<file path="src/rtl/du_issue_scheduler_pkg.sv">
// Shared types for the dual-issue scheduler: FSM states, decoded-slot payload, helpers.
package b8_issue_pkg;

  localparam int unsigned REG_ADDR_W = 5;
  localparam int unsigned SLOT_PID_W = 8;
  localparam int unsigned NUM_LKP    = 4;

  localparam logic [REG_ADDR_W-1:0] REG_ZERO = 5'd0;

  typedef enum logic {
    PAIR    = 1'b0,
    W1_HELD = 1'b1
  } issue_state_e;

  typedef struct packed {
    logic                  valid;
    logic [REG_ADDR_W-1:0] rs1;
    logic [REG_ADDR_W-1:0] rs2;
    logic [REG_ADDR_W-1:0] rd;
    logic                  rs1_en;
    logic                  rs2_en;
    logic                  rd_we;
    logic                  long_lat;
    logic [SLOT_PID_W-1:0] pid;
  } slot_t;

  // A slot produces a visible architectural result in a non-zero rd.
  function automatic logic writes_rd(input slot_t s);
    return (s.rd_we || s.long_lat) && (s.rd != REG_ZERO);
  endfunction

endpackage

</file>
<file path="src/rtl/du_issue_scheduler_scoreboard.sv">
// Busy-register scoreboard for long-latency destinations; set wins over clear.
module issue_scoreboard
  import b8_issue_pkg::*;
#(
  parameter int unsigned NUM_REGS = 32
) (
  input  logic                                 clk,
  input  logic                                 rst,
  input  logic                                 i_set0_en,
  input  logic [REG_ADDR_W-1:0]                i_set0_addr,
  input  logic                                 i_set1_en,
  input  logic [REG_ADDR_W-1:0]                i_set1_addr,
  input  logic                                 i_clr_en,
  input  logic [REG_ADDR_W-1:0]                i_clr_addr,
  input  logic [NUM_LKP-1:0][REG_ADDR_W-1:0]   i_lkp_addr,
  output logic [NUM_LKP-1:0]                   o_lkp_busy,
  output logic [NUM_REGS-1:0]                  o_busy
);

  logic [NUM_REGS-1:0] r_sb;
  logic [NUM_REGS-1:0] w_sb_nxt;

  // Clear applied first so a same-cycle set of the same register survives.
  always_comb begin
    w_sb_nxt = r_sb;
    if (i_clr_en)  w_sb_nxt[i_clr_addr]  = 1'b0;
    if (i_set0_en) w_sb_nxt[i_set0_addr] = 1'b1;
    if (i_set1_en) w_sb_nxt[i_set1_addr] = 1'b1;
    w_sb_nxt[REG_ZERO] = 1'b0;
  end

  always_ff @(posedge clk) begin
    if (rst) r_sb <= '0;
    else     r_sb <= w_sb_nxt;
  end

  always_comb begin
    o_lkp_busy = '0;
    for (int unsigned i = 0; i < NUM_LKP; i++) begin
      o_lkp_busy[i] = r_sb[i_lkp_addr[i]];
    end
  end

  assign o_busy = r_sb;

endmodule

</file>
<file path="src/rtl/du_issue_scheduler.sv">
// In-order dual-issue scheduler: hazard checks, held-way1 FSM, pID muxing, stall counter.
module du_issue_scheduler
  import b8_issue_pkg::*;
#(
  parameter int unsigned NUM_REGS = 32,
  parameter int unsigned PID_W    = 2,
  parameter int unsigned CNT_W    = 32
) (
  input  logic                  clk,
  input  logic                  rst,
  input  logic                  way0_valid_i,
  input  logic [PID_W-1:0]      way0_pID_i,
  input  logic [4:0]            way0_rs1Addr_i,
  input  logic [4:0]            way0_rs2Addr_i,
  input  logic                  way0_rs1ReadEnable_i,
  input  logic                  way0_rs2ReadEnable_i,
  input  logic [4:0]            way0_rdAddr_i,
  input  logic                  way0_rdWriteEnable_i,
  input  logic                  way0_longLat_i,
  input  logic                  way1_valid_i,
  input  logic [PID_W-1:0]      way1_pID_i,
  input  logic [4:0]            way1_rs1Addr_i,
  input  logic [4:0]            way1_rs2Addr_i,
  input  logic                  way1_rs1ReadEnable_i,
  input  logic                  way1_rs2ReadEnable_i,
  input  logic [4:0]            way1_rdAddr_i,
  input  logic                  way1_rdWriteEnable_i,
  input  logic                  way1_longLat_i,
  input  logic                  exReady_i,
  input  logic                  wbValid_i,
  input  logic [4:0]            wbRdAddr_i,
  input  logic                  flush_i,
  output logic                  issue0_o,
  output logic                  issue1_o,
  output logic [PID_W-1:0]      issue0_pID_o,
  output logic [PID_W-1:0]      issue1_pID_o,
  output logic                  issueSel0_o,
  output logic                  ready_o,
  output logic [CNT_W-1:0]      stallCnt_o
);

  slot_t                              w_s0;
  slot_t                              w_s1;
  slot_t                              w_port0;
  issue_state_e                       r_state;
  issue_state_e                       w_state_nxt;
  logic [NUM_LKP-1:0][REG_ADDR_W-1:0] w_lkp_addr;
  logic [NUM_LKP-1:0]                 w_lkp_busy;
  logic [NUM_REGS-1:0]                w_busy;
  logic                               w_hz0;
  logic                               w_hz1;
  logic                               w_intra;
  logic                               w_issue0;
  logic                               w_issue1;
  logic                               w_ready;
  logic                               w_stall;
  logic                               w_set0_en;
  logic                               w_set1_en;
  logic [CNT_W-1:0]                   r_stall_cnt;

  always_comb begin
    w_s0          = '0;
    w_s0.valid    = way0_valid_i;
    w_s0.rs1      = way0_rs1Addr_i;
    w_s0.rs2      = way0_rs2Addr_i;
    w_s0.rd       = way0_rdAddr_i;
    w_s0.rs1_en   = way0_rs1ReadEnable_i;
    w_s0.rs2_en   = way0_rs2ReadEnable_i;
    w_s0.rd_we    = way0_rdWriteEnable_i;
    w_s0.long_lat = way0_longLat_i;
    w_s0.pid      = SLOT_PID_W'(way0_pID_i);
    w_s1          = '0;
    w_s1.valid    = way1_valid_i;
    w_s1.rs1      = way1_rs1Addr_i;
    w_s1.rs2      = way1_rs2Addr_i;
    w_s1.rd       = way1_rdAddr_i;
    w_s1.rs1_en   = way1_rs1ReadEnable_i;
    w_s1.rs2_en   = way1_rs2ReadEnable_i;
    w_s1.rd_we    = way1_rdWriteEnable_i;
    w_s1.long_lat = way1_longLat_i;
    w_s1.pid      = SLOT_PID_W'(way1_pID_i);
  end

  assign w_port0 = (r_state == W1_HELD) ? w_s1 : w_s0;

  assign w_lkp_addr[0] = w_s0.rs1;
  assign w_lkp_addr[1] = w_s0.rs2;
  assign w_lkp_addr[2] = w_s1.rs1;
  assign w_lkp_addr[3] = w_s1.rs2;

  // Destination check covers WAW against an outstanding long-latency write.
  assign w_hz0 = (w_s0.rs1_en && w_lkp_busy[0]) || (w_s0.rs2_en && w_lkp_busy[1]) ||
                 ((w_s0.rd_we || w_s0.long_lat) && w_busy[w_s0.rd]);
  assign w_hz1 = (w_s1.rs1_en && w_lkp_busy[2]) || (w_s1.rs2_en && w_lkp_busy[3]) ||
                 ((w_s1.rd_we || w_s1.long_lat) && w_busy[w_s1.rd]);

  assign w_intra = writes_rd(w_s0) &&
                   ((w_s1.rs1_en && (w_s1.rs1 == w_s0.rd)) ||
                    (w_s1.rs2_en && (w_s1.rs2 == w_s0.rd)) ||
                    (w_s1.rd == w_s0.rd));

  // Issue decision and next state; flush and reset suppress all issue.
  always_comb begin
    w_issue0    = 1'b0;
    w_issue1    = 1'b0;
    w_ready     = 1'b0;
    w_state_nxt = r_state;
    if (rst) begin
      w_state_nxt = PAIR;
    end else if (flush_i) begin
      w_ready     = 1'b1;
      w_state_nxt = PAIR;
    end else if (r_state == PAIR) begin
      w_issue0 = w_s0.valid && exReady_i && !w_hz0;
      w_issue1 = w_issue0 && w_s1.valid && !w_hz1 && !w_intra &&
                 !(w_s0.long_lat && w_s1.long_lat);
      w_ready  = (w_issue0 && (w_issue1 || !w_s1.valid)) || !w_s0.valid;
      if (w_issue0 && w_s1.valid && !w_issue1) w_state_nxt = W1_HELD;
    end else begin
      w_issue0 = w_s1.valid && exReady_i && !w_hz1;
      w_ready  = w_issue0;
      if (w_issue0) w_state_nxt = PAIR;
    end
  end

  assign w_stall   = !rst && !flush_i && w_port0.valid && !w_issue0;
  assign w_set0_en = w_issue0 && w_port0.long_lat && (w_port0.rd != REG_ZERO);
  assign w_set1_en = w_issue1 && w_s1.long_lat && (w_s1.rd != REG_ZERO);

  always_ff @(posedge clk) begin
    if (rst) begin
      r_state     <= PAIR;
      r_stall_cnt <= '0;
    end else begin
      r_state <= w_state_nxt;
      if (w_stall && (r_stall_cnt != '1)) r_stall_cnt <= r_stall_cnt + CNT_W'(1);
    end
  end

  issue_scoreboard #(
    .NUM_REGS (NUM_REGS)
  ) u_sb (
    .clk         (clk),
    .rst         (rst),
    .i_set0_en   (w_set0_en),
    .i_set0_addr (w_port0.rd),
    .i_set1_en   (w_set1_en),
    .i_set1_addr (w_s1.rd),
    .i_clr_en    (wbValid_i),
    .i_clr_addr  (wbRdAddr_i),
    .i_lkp_addr  (w_lkp_addr),
    .o_lkp_busy  (w_lkp_busy),
    .o_busy      (w_busy)
  );

  assign issue0_o     = w_issue0;
  assign issue1_o     = w_issue1;
  assign ready_o      = w_ready;
  assign issueSel0_o  = !rst && (r_state == W1_HELD);
  assign issue0_pID_o = rst ? '0 : PID_W'(w_port0.pid);
  assign issue1_pID_o = rst ? '0 : PID_W'(w_s1.pid);
  assign stallCnt_o   = r_stall_cnt;

endmodule

</file>
<file path="config.mk">
export PLATFORM = sky130hd
export DESIGN_NAME = du_issue_scheduler
export DESIGN_NICKNAME = d
export VERILOG_FILES = /design/src/rtl/du_issue_scheduler_pkg.sv /design/src/rtl/du_issue_scheduler_scoreboard.sv /design/src/rtl/du_issue_scheduler.sv
export SDC_FILE = /design/constraint.sdc
export NUM_CORES = 1
export LEC_CHECK = 0
export BUFFER_PORTS_ARGS = -buffer_cell sky130_fd_sc_hd__buf_2
export CAP_MARGIN = 20
export CELL_PAD_IN_SITES_DETAIL_PLACEMENT = 0
export CELL_PAD_IN_SITES_GLOBAL_PLACEMENT = 1
export CORE_UTILIZATION = 31
export CTS_CLUSTER_SIZE = 16
export DETAILED_ROUTE_END_ITERATION = 7
export PLACE_DENSITY_LB_ADDON = 0.1
export RECOVER_POWER = 25
export SETUP_SLACK_MARGIN = 0.4
export SLEW_MARGIN = 15
export SYNTH_ARGS = -nofsm -noshare
export SYNTH_HDL_FRONTEND = slang
export SYNTH_SLANG_ARGS = --single-unit
</file>
<file path="constraint.sdc">
create_clock -name clk -period 3.8 [get_ports clk]
set_clock_uncertainty 0.2 [all_clocks]
set_input_delay 0.57 -clock clk [delete_from_list [all_inputs] [get_ports clk]]
set_output_delay 0.57 -clock clk [all_outputs]
set_load 0.01 [all_outputs]
</file>
Word level (Yosys, flattened, before mapping)
Cells that the tools add are included.
{"block": "totals", "reg_bits": 65, "in_bits": 54, "out_inout_bits": 40, "word_cells": 117}
{"block": "classes", "add_sub_neg": 1, "magnitude_cmp": 11, "n_eq_ne": 4, "n_mux": 36, "bitwise": 4, "reduce_logical": 57}
{"op": "two-way mux 32 bit", "n": 3}
{"op": "bitwise OR 32 bit", "n": 2}
{"op": "< comparator 5 x 6 -> 1 bit (second input constant)", "n": 8}
{"op": "logical AND 1 bit", "n": 33}
{"op": "adder 32 x 1 -> 32 bit (second input constant)", "n": 1}
{"op": "bitwise AND 32 bit", "n": 1}
{"op": "inequality test 32 bit (second input constant)", "n": 1}
{"op": "inverter 32 bit", "n": 1}
{"op": "binary-select mux 1 bit (select 5 bit)", "n": 6}
{"op": "two-way mux 28 bit", "n": 1}
{"op": "two-way mux 1 bit", "n": 21}
{"op": "demux 1 bit (select 5 bit)", "n": 3}
{"op": "== test 5 bit", "n": 3}
{"op": ">= comparator 5 x 1 -> 1 bit (second input constant)", "n": 3}
{"op": "nonzero test 5 bit", "n": 3}
{"op": "logical NOT 1 bit", "n": 10}
{"op": "logical OR 1 bit", "n": 10}
{"op": "two-way mux 2 bit", "n": 2}
{"op": "OR reduction 2 bit", "n": 1}

Logic depth before layout (Yosys ltp)
{"block": "depth", "word_depth": 17, "ltp_mapped": 12, "mapped_depth_nobuf": 8}

Cells and area by module
From an unflattened synthesis, not the netlist that was laid out.
{"block": "hier_totals", "hier_cells": 650, "area_unflattened_um2": 5549.1}
{"mod": "du_issue_scheduler", "instances": 1, "cells_each": 332, "area_each_um2": 2851.5}
{"mod": "issue_scoreboard", "instances": 1, "cells_each": 318, "area_each_um2": 2697.6}

Least setup slack after synthesis
No wires, ideal clock.
{"block": "synth_timing", "path_kind": "input-to-output", "from": "input way0_rs2Addr_i[1]", "to": "output issue1_o", "arrival_time_ps": 2790, "required_time_ps": 3030, "slack_ps": 240, "path_stages": 7, "cell_sequence": "buf_4 mux4_2 mux4_2 nand2b_1 nand4_1 nand4_1 nor4_4"}
{"block": "synth_between", "elab_chain_cells": 14}
{"item": "start: declaration", "line": "du_issue_scheduler.sv:14", "text": "input logic [4:0] way0_rs2Addr_i,"}
{"item": "binary-select mux 1 bit (select 5 bit)", "line": "du_issue_scheduler_scoreboard.sv:40", "text": "o_lkp_busy[i] = r_sb[i_lkp_addr[i]];"}
{"item": "two-way mux 1 bit (not written as such)", "line": "du_issue_scheduler_scoreboard.sv:40"}
{"item": "logical AND 1 bit", "line": "du_issue_scheduler.sv:92", "text": "assign w_hz0 = (w_s0.rs1_en && w_lkp_busy[0]) || (w_s0.rs2_en && w_lkp_busy[1]) ||"}
{"item": "logical OR 1 bit (2 in a row)", "line": "du_issue_scheduler.sv:92"}
{"item": "logical NOT 1 bit", "line": "du_issue_scheduler.sv:114", "text": "w_issue0 = w_s0.valid && exReady_i && !w_hz0;"}
{"item": "logical AND 1 bit", "line": "du_issue_scheduler.sv:114"}
{"item": "logical AND 1 bit (4 in a row)", "line": "du_issue_scheduler.sv:115", "text": "w_issue1 = w_issue0 && w_s1.valid && !w_hz1 && !w_intra &&"}
{"item": "two-way mux 1 bit", "line": "du_issue_scheduler.sv:113", "text": "end else if (r_state == PAIR) begin"}
{"item": "two-way mux 1 bit", "line": "du_issue_scheduler.sv:110", "text": "end else if (flush_i) begin"}
{"item": "two-way mux 1 bit", "line": "du_issue_scheduler.sv:108", "text": "if (rst) begin"}
{"item": "end: declaration", "line": "du_issue_scheduler.sv:34", "text": "output logic issue1_o,"}
Every way passes these cells. The select of a mux whose other input is x is not followed.

Worst setup path after layout
{"block": "layout_timing", "from": "register u_sb.r_sb[10] (netlist: u_sb.o_busy[10])", "to": "output issue1_o"}
{"block": "layout_between", "elab_chain_cells": 14, "elab_cells_between_ends": 32}
{"item": "start: declaration", "line": "du_issue_scheduler_scoreboard.sv:20", "text": "logic [NUM_REGS-1:0] r_sb;"}
{"item": "start signal: assignment", "line": "du_issue_scheduler_scoreboard.sv:34", "text": "else r_sb <= w_sb_nxt;"}
{"item": "binary-select mux 1 bit (select 5 bit)", "line": "du_issue_scheduler_scoreboard.sv:40"}
{"item": "two-way mux 1 bit (not written as such)", "line": "du_issue_scheduler_scoreboard.sv:40"}
{"item": "logical AND 1 bit", "line": "du_issue_scheduler.sv:92"}
{"item": "logical OR 1 bit (2 in a row)", "line": "du_issue_scheduler.sv:92"}
{"item": "logical NOT 1 bit", "line": "du_issue_scheduler.sv:114"}
{"item": "logical AND 1 bit", "line": "du_issue_scheduler.sv:114"}
{"item": "logical AND 1 bit", "line": "du_issue_scheduler.sv:115"}
{"item": "logical AND 1 bit * (3 in a row)", "line": "du_issue_scheduler.sv:115"}
{"item": "two-way mux 1 bit *", "line": "du_issue_scheduler.sv:113"}
{"item": "two-way mux 1 bit *", "line": "du_issue_scheduler.sv:110"}
{"item": "two-way mux 1 bit *", "line": "du_issue_scheduler.sv:108"}
Every way passes the cells marked *; elsewhere a longest branch is shown, timed or not. The select of a mux whose other input is x is not followed.

==> results.yml <==
outcome:
  status: "finished, final reports clean"
detailed_routing:
  dr.first_iter.drc_count: 441
  via_per_inst: 5.922
  wirelength_mm: 21.11
  firstDrtPassIters: 5
  drt-wirelength-per-cell_um: 21.54
  ant_nets: 0
  via_count: 5804
  drc: 0
power:
  ir_worst_vdd_mv: 0.1290
  leakagePower_nw: 2.377
  power_density_nw_per_um2: 267.8
placement:
  port-buffer-count: 93
  dpl.hpwl_mm: 14.86
  dpl_worst_slack_ns: 0.03216
  gp_congestion: 0.8906
timing:
  hold_viol: 0
  timing.fmax_ghz: 0.2809
  worstMarginPinSlew_ns: 0.8012
  finalWorstSetupSlack_ns: 0.2398
  setup_viol: 0
  min_period_ns: 3.560
  slew_headroom_pct: 46.23
  rsz0062_at_grt: "yes"
  timing.final.crit_share_pct: 93.69
  setup-tns-final_ns: 0
  drv_slew: 0
synth:
  synth-edff-count: 0
  ys_seq_area_share_pct: 23.06
  ys_ff_latch: 64
  synthTopCellsByArea: "dfxtp_1 23%, mux4_2 14%, mux2_2 5.7%"
  ys.flop_type: "dfxtp_1"
  synth-async-reset-ratio_pct: 0
  yosysMostFrequentCell: "dfxtp_1"
  avgSynthCellArea_um2: 8.575
  ys.warnings.count: 0
  yosys-top-cells-count: "64 x dfxtp_1, 60 x nand2_1, 44 x nor2_1, 39 x nor2b_1, 35 x mux4_2"
  synthCells: 648
  synth_nets: 703
  synth_top_cell_area_share_pct: 23.06
  netlist_area_um2: 5557
  ys_types: 59
  synth_top_area_cell: "dfxtp_1"
critical_path:
  endpoint_kind: "output port"
  cp_data_required_time_ns: 3.03
  r2r_setup_slack_ns: 0.54
  crit_path_top_delay_cell: "mux4_2"
  crit_fanout: 7
  path_delay_family: "multiplexers"
  worstPathBufferInverterCount: 2
  start_kind: "flop"
  cpPeakStageDelay_ns: 0.46
  crit_chain: "mux4_2 > mux4_2 > nand2b_4 > nand4_1 > buf_4 > nand4_1 > nor4_4 > buf_4"
  worstSetupPathType: "flop to output port"
  crit_arrival_ns: 2.79
clocking:
  clk_latency_ns: 0.34
  cts_htree_levels: 3
  cts_buffers: 9
  clock-sinks: 64
  root_buffer: "clkbuf_16"
  cts.clk_slew.worst_paths_ns: 0.06
  cts_tree: "built"
  clock_path_buffers: 2
  cts-hold-fix-buffers: 0
grt:
  grt_overflow: 0
  antenna_found_initial: 0
  track_usage_pct: 23.41
  grt_pass1_vias: 5666
  grt_first_pass_wirelength_mm: 32.49
  grt_max_degree: 75
floorplanning:
  rows: 48
  fp.dieW_um: 135.9
  initial_core_util_pct: 31.90
  die_y_um: 135.9
  io_pins: 94
  die_area_um2: 18460
  core-area_um2: 17420
layout:
  antenna_cells: 0
  multiInputGateArea_um2: 4068
  seq_area_um2: 1334
  num-nets-final: 805
  final_layout_size_suffix_gt1_share_pct: 29.40
  area_growth_pct: 23.33
  fillers: 1823
hold_path:
  hold_path_class: "flop to flop"
flow_run:
  drv_cap: 0
-- power by group --
part           internal [mW]  total (mW)  switching, mW
Combinational          0.107       0.275          0.168
Sequential             0.664       0.667        0.00274
Clock                  0.575       0.893          0.318
Total                   1.35        1.83          0.489
-- per-stage QoR --
| step | util, % | cells | area, µm² | hold WS, ns | power (mW) |
|---|---|---|---|---|---|
| final | 39.35 | 980 | 6853 | 0.2964 | 1.835 |
| after global routing | 39.35 | 980 | 6853 | 0.3173 | 1.911 |
| after CTS | 39.25 | 975 | 6835 | 0.2944 | 1.857 |
| after detailed placement | 35.90 | 939 | 6252 | 0.2863 | 0.9484 |
| after global placement | 35.90 | 939 | 6252 | 0.2752 | 0.9444 |
| after floorplan | - | 648 | 5578 | 0.3082 | 0.8629 |
-- metal layers --
layer	wire (µm)	global-route usage, %	part of all wire, %	vias up
met3	1564	4.139	7.4	44
met2	9613	36.51	46	217
met5	0	0	0	-
li1	-	-	-	2693
met1	9419	32.05	45	2850
met4	509	8.889	2.4	0
-- flip-flops by register name, summed over array words and instances (netlist names) --
signal       cells
u_sb.o_busy     31
r_state          1
stallCnt_o      32
-- path summary, 6_finish.rpt --
| path | start | to | cells after the start |
|---|---|---|---|
| worst max-delay path | u_sb.o_busy[10] | issue1_o | 8 |
| worst min-delay path | stallCnt_o[17] | stallCnt_o[17] | 2 |
| worst max register to register | u_sb.o_busy[10] | u_sb.o_busy[2] | 10 |
| worst min register to register | stallCnt_o[17] | stallCnt_o[17] | 2 |
-- tightest hold or removal path, delay by kind of cell (launching register included) --
| kind | cells | cell delay (ns) |
|---|---|---|
| flip-flops | 1 | 0.33 |
| AO/OA/AOI/OAI | 2 | 0.12 |
-- kinds of logic after synthesis --
kind of cell	after synthesis	synth area share, %
adders and majority gates	1	0.2251
buffers and inverters	59	4.458
and+or+nand+nor	287	29.21
DFF	64	23.06
AOI/OAI and AO/OA	142	17.43
xor gates and xnor gates	16	2.522
muxes	79	23.10
-- cell type report --
cell class | count | area share (%)
Clock inverter | 5 | 1.187
Tap cell | 225 | 4.108
Timing Repair Buffer | 135 | 11.67
Sequential cell | 64 | 19.46
Clock buffer | 11 | 3.396
Multi-Input combinational cell | 525 | 59.36
Inverter | 15 | 0.8216
-- layout by cell type, fill, tap and decap left out, drive strengths merged, types with 3 or more instances in the layout --
master,count
mux4,36
or4,11
nand3b,19
nor4,16
and3,5
o2111ai,4
a21oi,30
nand3,28
mux2i,12
nor3,8
xnor2,4
o22ai,7
inv,15
nor3b,9
and2,4
a221oi,3
mux2,31
nand4,6
o21ai,34
o211ai,5
xor2,12
o31ai,17
nor2,44
dfxtp,64
buf,109
nand2,60
nor2b,39
a22oi,4
or3,14
or2,4
nand2b,14
o221ai,27
clkbuf,37
-- repair_timing --
action,in CTS,in global routing
pin swaps,5,2
gates cloned,0,0
gates resized for setup,42,7
endpoints found under the setup margin,3,5
buffers inserted,20,5
Note: power is estimated with default switching activity, not from simulation.
